File: src/rtl/imem_load_arbiter.sv
// imem_load_arbiter: shares the single instruction-memory port between CPU fetch
// and a program loader; LOAD holds the CPU in reset, FLUSH restarts it from PC 0.
module imem_load_arbiter #(
  parameter int          DEPTH = 64,
  parameter int          CW    = $clog2(DEPTH) + 1,
  parameter logic [31:0] NOP   = 32'hE1A00000
) (
  input  logic          clk,
  input  logic          reset,
  input  logic [31:0]   pc,
  output logic [31:0]   instr,
  output logic          cpu_stall,
  output logic          cpu_reset,
  input  logic          ld_start,
  input  logic          ld_valid,
  input  logic [31:0]   ld_addr,
  input  logic [31:0]   ld_data,
  output logic          ld_ready,
  input  logic          ld_done,
  output logic [CW-1:0] ld_count,
  output logic          ld_err,
  output logic [31:0]   mem_a,
  output logic [31:0]   mem_wd,
  output logic          mem_we,
  input  logic [31:0]   mem_rd
);

  typedef enum logic [1:0] {
    ST_RUN   = 2'd0,
    ST_LOAD  = 2'd1,
    ST_FLUSH = 2'd2
  } state_t;

  localparam logic [CW-1:0] CNT_MAX = {CW{1'b1}};
  localparam logic [29:0]   DEPTH_W = 30'(DEPTH);

  // A loader write lands only on a word-aligned address inside the memory.
  function automatic logic addr_ok(input logic [31:0] a);
    return (a[1:0] == 2'b00) && (a[31:2] < DEPTH_W);
  endfunction

  state_t        state_r;
  state_t        state_s;
  logic          accept_s;
  logic          wr_ok_s;
  logic [CW-1:0] count_r;
  logic          err_r;

  // State register; reset drops straight back to RUN.
  always_ff @(posedge clk or posedge reset) begin
    if (reset) begin
      state_r <= ST_RUN;
    end else begin
      state_r <= state_s;
    end
  end

  // Next-state and port steering for each ownership phase.
  always_comb begin
    state_s   = state_r;
    instr     = mem_rd;
    mem_a     = pc;
    mem_wd    = ld_data;
    mem_we    = 1'b0;
    ld_ready  = 1'b0;
    cpu_stall = 1'b0;
    accept_s  = 1'b0;
    wr_ok_s   = addr_ok(ld_addr);
    case (state_r)
      ST_RUN: begin
        if (ld_start) begin
          state_s = ST_LOAD;
        end else begin
          state_s = ST_RUN;
        end
      end
      ST_LOAD: begin
        instr     = NOP;
        mem_a     = ld_addr;
        ld_ready  = 1'b1;
        cpu_stall = 1'b1;
        accept_s  = ld_valid;
        mem_we    = ld_valid & wr_ok_s;
        // The word presented alongside ld_done is still written.
        if (ld_done) begin
          state_s = ST_FLUSH;
        end else begin
          state_s = ST_LOAD;
        end
      end
      ST_FLUSH: begin
        instr     = NOP;
        cpu_stall = 1'b1;
        state_s   = ST_RUN;
      end
      default: begin
        state_s = ST_RUN;
      end
    endcase
  end

  // Session statistics: cleared on session start, held through RUN afterwards.
  always_ff @(posedge clk or posedge reset) begin
    if (reset) begin
      count_r <= '0;
      err_r   <= 1'b0;
    end else if ((state_r == ST_RUN) && ld_start) begin
      count_r <= '0;
      err_r   <= 1'b0;
    end else if (accept_s && wr_ok_s) begin
      if (count_r != CNT_MAX) begin
        count_r <= count_r + CW'(1);
      end else begin
        count_r <= count_r;
      end
    end else if (accept_s) begin
      err_r <= 1'b1;
    end else begin
      count_r <= count_r;
      err_r   <= err_r;
    end
  end

  assign cpu_reset = reset | (state_r != ST_RUN);
  assign ld_count  = count_r;
  assign ld_err    = err_r;

endmodule
File: config.mk
export PLATFORM = sky130hd
export DESIGN_NAME = imem_load_arbiter
export DESIGN_NICKNAME = d
export VERILOG_FILES = /design/src/rtl/imem_load_arbiter.sv
export SDC_FILE = /design/constraint.sdc
export NUM_CORES = 1
export LEC_CHECK = 0
export CORE_AREA = 2 2 92 94
export CTS_CLUSTER_DIAMETER = 80
export DETAILED_ROUTE_END_ITERATION = 10
export DIE_AREA = 0 0 94 96
export PLACE_DENSITY_LB_ADDON = 0.1
export SLEW_MARGIN = 30
export SYNTH_ARGS = -nofsm -noshare
export SYNTH_HDL_FRONTEND = slang
export SYNTH_SLANG_ARGS = --single-unit
File: constraint.sdc
create_clock -name clk -period 2.7 [get_ports clk]
set_input_delay 0.675 -clock clk [delete_from_list [all_inputs] [get_ports clk]]
set_output_delay 0.675 -clock clk [all_outputs]
set_load 0.01 [all_outputs]
==> flow_summary.ini <==
[status]
status = finished clean

[drt]
dr.pass1.iters = 4
routed_wire_length_per_instance_um = 15.0
finalWirelength_um = 6380
ant_nets = 0
drt-initial-drc-count = 27
routed-via-count = 1791
via_density = 4.22
drc_errors = 0

[layout]
final_util_pct = 41.0
n_antenna_cell = 0
drive_gt1_share_pct = 21.3
area_growth_pct = 127
nets = 457
final_cell_area_um2 = 3300

[floorplan]
floorplan.initialDensity_pct = 18.0
io_pins = 241
floorplan_die_area_um2 = 9020
rows = 33
placeableCoreArea_um2 = 8050
die_width_um = 94
die_y_um = 96

[logic_synthesis]
synthesis.area_per_instance_um2 = 8.69
synth.yosys.warnings = 0
yosysTopAreaCellShare_pct = 24.8
post-synth-top-area-cell = sky130_fd_sc_hd__mux2_2
asyncSetResetFlopFracSynth_pct = 100
ys_dominant_reg_cell = sky130_fd_sc_hd__dfrtp_1
synth_enable_flop_cells = 0
synthTopCellsByCount = sky130_fd_sc_hd__buf_4, sky130_fd_sc_hd__mux2_2, sky130_fd_sc_hd__nor2b_1
synth.area.top_cells = sky130_fd_sc_hd__mux2_2, sky130_fd_sc_hd__dfrtp_1, sky130_fd_sc_hd__buf_4
ys_ff_latch = 10
number_of_instances_in_the_synthesized_netlist = 167
synth.lib_cells_used.distinct = 29
post_synth_instance_area_um2 = 1450
yosysSeqAreaShare_pct = 17.2
syn-num-nets = 303

[clock_network]
holdBufCountCts = 0
cts-root-to-sink-buffers = 2
cts_buffers = 3
clk-insertion-delay-late_ps = 230
cts-root-buf = sky130_fd_sc_hd__clkbuf_8
h-tree-depth = 1
worst_setup_hold_path_clk_slew_ps = 50
cts_tree = yes
tritoncts_num_sinks = 10

[timing]
worst_pin_slew_ps = 309
final.setup.tns_ps = 0
unrepaired_setup_endpoints_after_global_routing = no
final.setup_skew_ps = 1.45
hold_slack_ps = 501
min_period_over_period_pct = 97.2
setup_viol = 0
timing_max_transition_violations_final = 0
finalHoldViolations = 0
relSlewSlack_pct = 79.4
post_layout_minimum_cycle_time_ps = 2620
achievable-frequency_ghz = 0.381

[worst_hold_path]
min-delay-path-class = flip-flop to flip-flop

[worst_setup_path]
delay_contributed_by_the_slowest_stage_of_the_critical_path_ps = 330
worstSetupEndpointType = output pin
worst-endpoint-required_ps = 2030
slowest_stage = sky130_fd_sc_hd__nor4_4
path_class = input port to output pin
cp.arrival_ps = 1950
kind_of_cell_adding_the_most_delay_to_the_critical_path = simple AND/OR/NAND/NOR gates
critPathBufInv = 3
cp-start-kind = input port
critical_path.cell_chain = dlygate4sd2_1 > nor4_4 > nand4_4 > nor4b_2 > buf_4 > buf_6
worst-path-max-fanout = 2

[placed_design]
io_buffers = 176
detailed_place_hpwl_um = 5400
place.gp.congestion = 0.704
dpl_cell_area_um2 = 3180

[global_routing]
total_global_routing_track_utilization_pct = 12.2
first_global_vias = 1768
number_of_antenna_violations_at_the_first_check_in_global_routing = 0
grt_max_degree = 34
grt-ovfl-total = 0
wire_length_of_the_first_global_routing_pass_um = 8780

[pwr]
power.share.switching_pct = 35.4
pwr-share-clk_pct = 9.4
finalPower_w = 0.00161
power.sequential.fraction_pct = 10.6
power.static_leakage_nw = 1.33
power.internal_w = 0.00104
max-vdd-ir-drop_v = 0.000393
combPwrFrac_pct = 80.0
p_switching_w = 0.000570
p_per_area_nw_per_um2 = 488

[job]
maxCapViolations = 0
## final cells by class
| type | count | area (um2) |
|---|---|---|
| clock buffers | 3 | 41.3 |
| fillers | 819 | 4750 |
| inverters | 4 | 15.0 |
| multi-input cells | 113 | 981 |
| flip-flops and latches | 10 | 250 |
| well taps | 105 | 131 |
| repair buffers | 189 | 1880 |
## timing repair
action                                 in CTS  in global routing
setup endpoints to repair                   1                  1
setup buffers                               2                  1
pin swaps                                   9                  8
gates resized for setup                    30                  8
endpoints found under the hold margin       0                  0
## state kept, by name (all words and copies together), names as in the netlist
signal and cells:
ld_count 7, state_r 2, ld_err 1
## worst min-delay path, cell delays in order, from the launching register on
cell and delay, ps:
sky130_fd_sc_hd__dfrtp_1 340, sky130_fd_sc_hd__a31oi_1 50, sky130_fd_sc_hd__nor2_1 70
## power by group through the flow
stage	Sequential (W)	Combinational, W	Clock [W]
floorplan	0.000176	0.000572	0
global placement	0.000173	0.00132	0
detailed placement	0.000174	0.00130	0
CTS	0.000171	0.00131	0.000154
global route	0.000172	0.00138	0.000164
finish	0.000171	0.00129	0.000151
## kinds of logic (layout without fill, tap and decap cells)
kind of cell	Yosys count	in the layout	synth area share, %
AND/OR/NAND/NOR	65	65	29.1
flip-flops	10	10	17.2
buffers and inverters	44	196	19.7
AO/OA/AOI/OAI	11	11	5.26
XOR/XNOR	1	1	0.604
multiplexers	33	33	25.5
adder cells (fa/ha/maj)	3	3	2.59
## metrics by stage
| stage | setup slack, ps | instances |
|---|---|---|
| floorplan | 312 | 167 |
| global placement | -764 | 418 |
| detailed placement | -731 | 418 |
| CTS | 0.419 | 423 |
| global route | 2.41 | 424 |
| finish | 75.1 | 424 |
## per-layer routing
| layer | track usage [%] | up-vias | part of all wire, % | routed length [um] |
|---|---|---|---|---|
| met5 | 0 | - | 0 | 0 |
| met3 | 5.32 | 12 | 14 | 872 |
| met4 | 2.05 | 0 | 0.78 | 50 |
| li1 | - | 844 | - | - |
| met1 | 12.8 | 802 | 34 | 2150 |
| met2 | 23.0 | 133 | 52 | 3300 |
## path summary, 6_finish.rpt
kind	start	to	slack (ps)	cells past startpoint
worst min-delay path	ld_err	ld_err	500	2
worst max register to register	ld_count[0]	ld_count[2]	790	7
worst max-delay path	ld_addr[21]	mem_we	80	6
max in group asynchronous	reset	ld_count[2]	1810	3
min in group asynchronous	reset	ld_count[1]	750	3
worst min register to register	ld_err	ld_err	500	2
## layout by cell type, fill, tap and decap left out, drive strengths merged
master,instances
nand2,7
xnor2,1
and2,2
nand3,1
inv,4
nor2b,26
and4,1
o21ai,1
a31o,3
buf,14
ha,3
clkdlybuf4s15,1
a21oi,4
nor2,8
a21bo,1
and3,3
mux2,32
a31oi,1
a41oi,1
dfrtp,10
nand4,1
clkdlybuf4s50,152
mux2i,1
nand3b,1
dlygate4sd2,16
dlymetal6s2s,6
or2,7
nor4,7
clkbuf,3
nor4b,1
(Power assumes the default switching activity.)
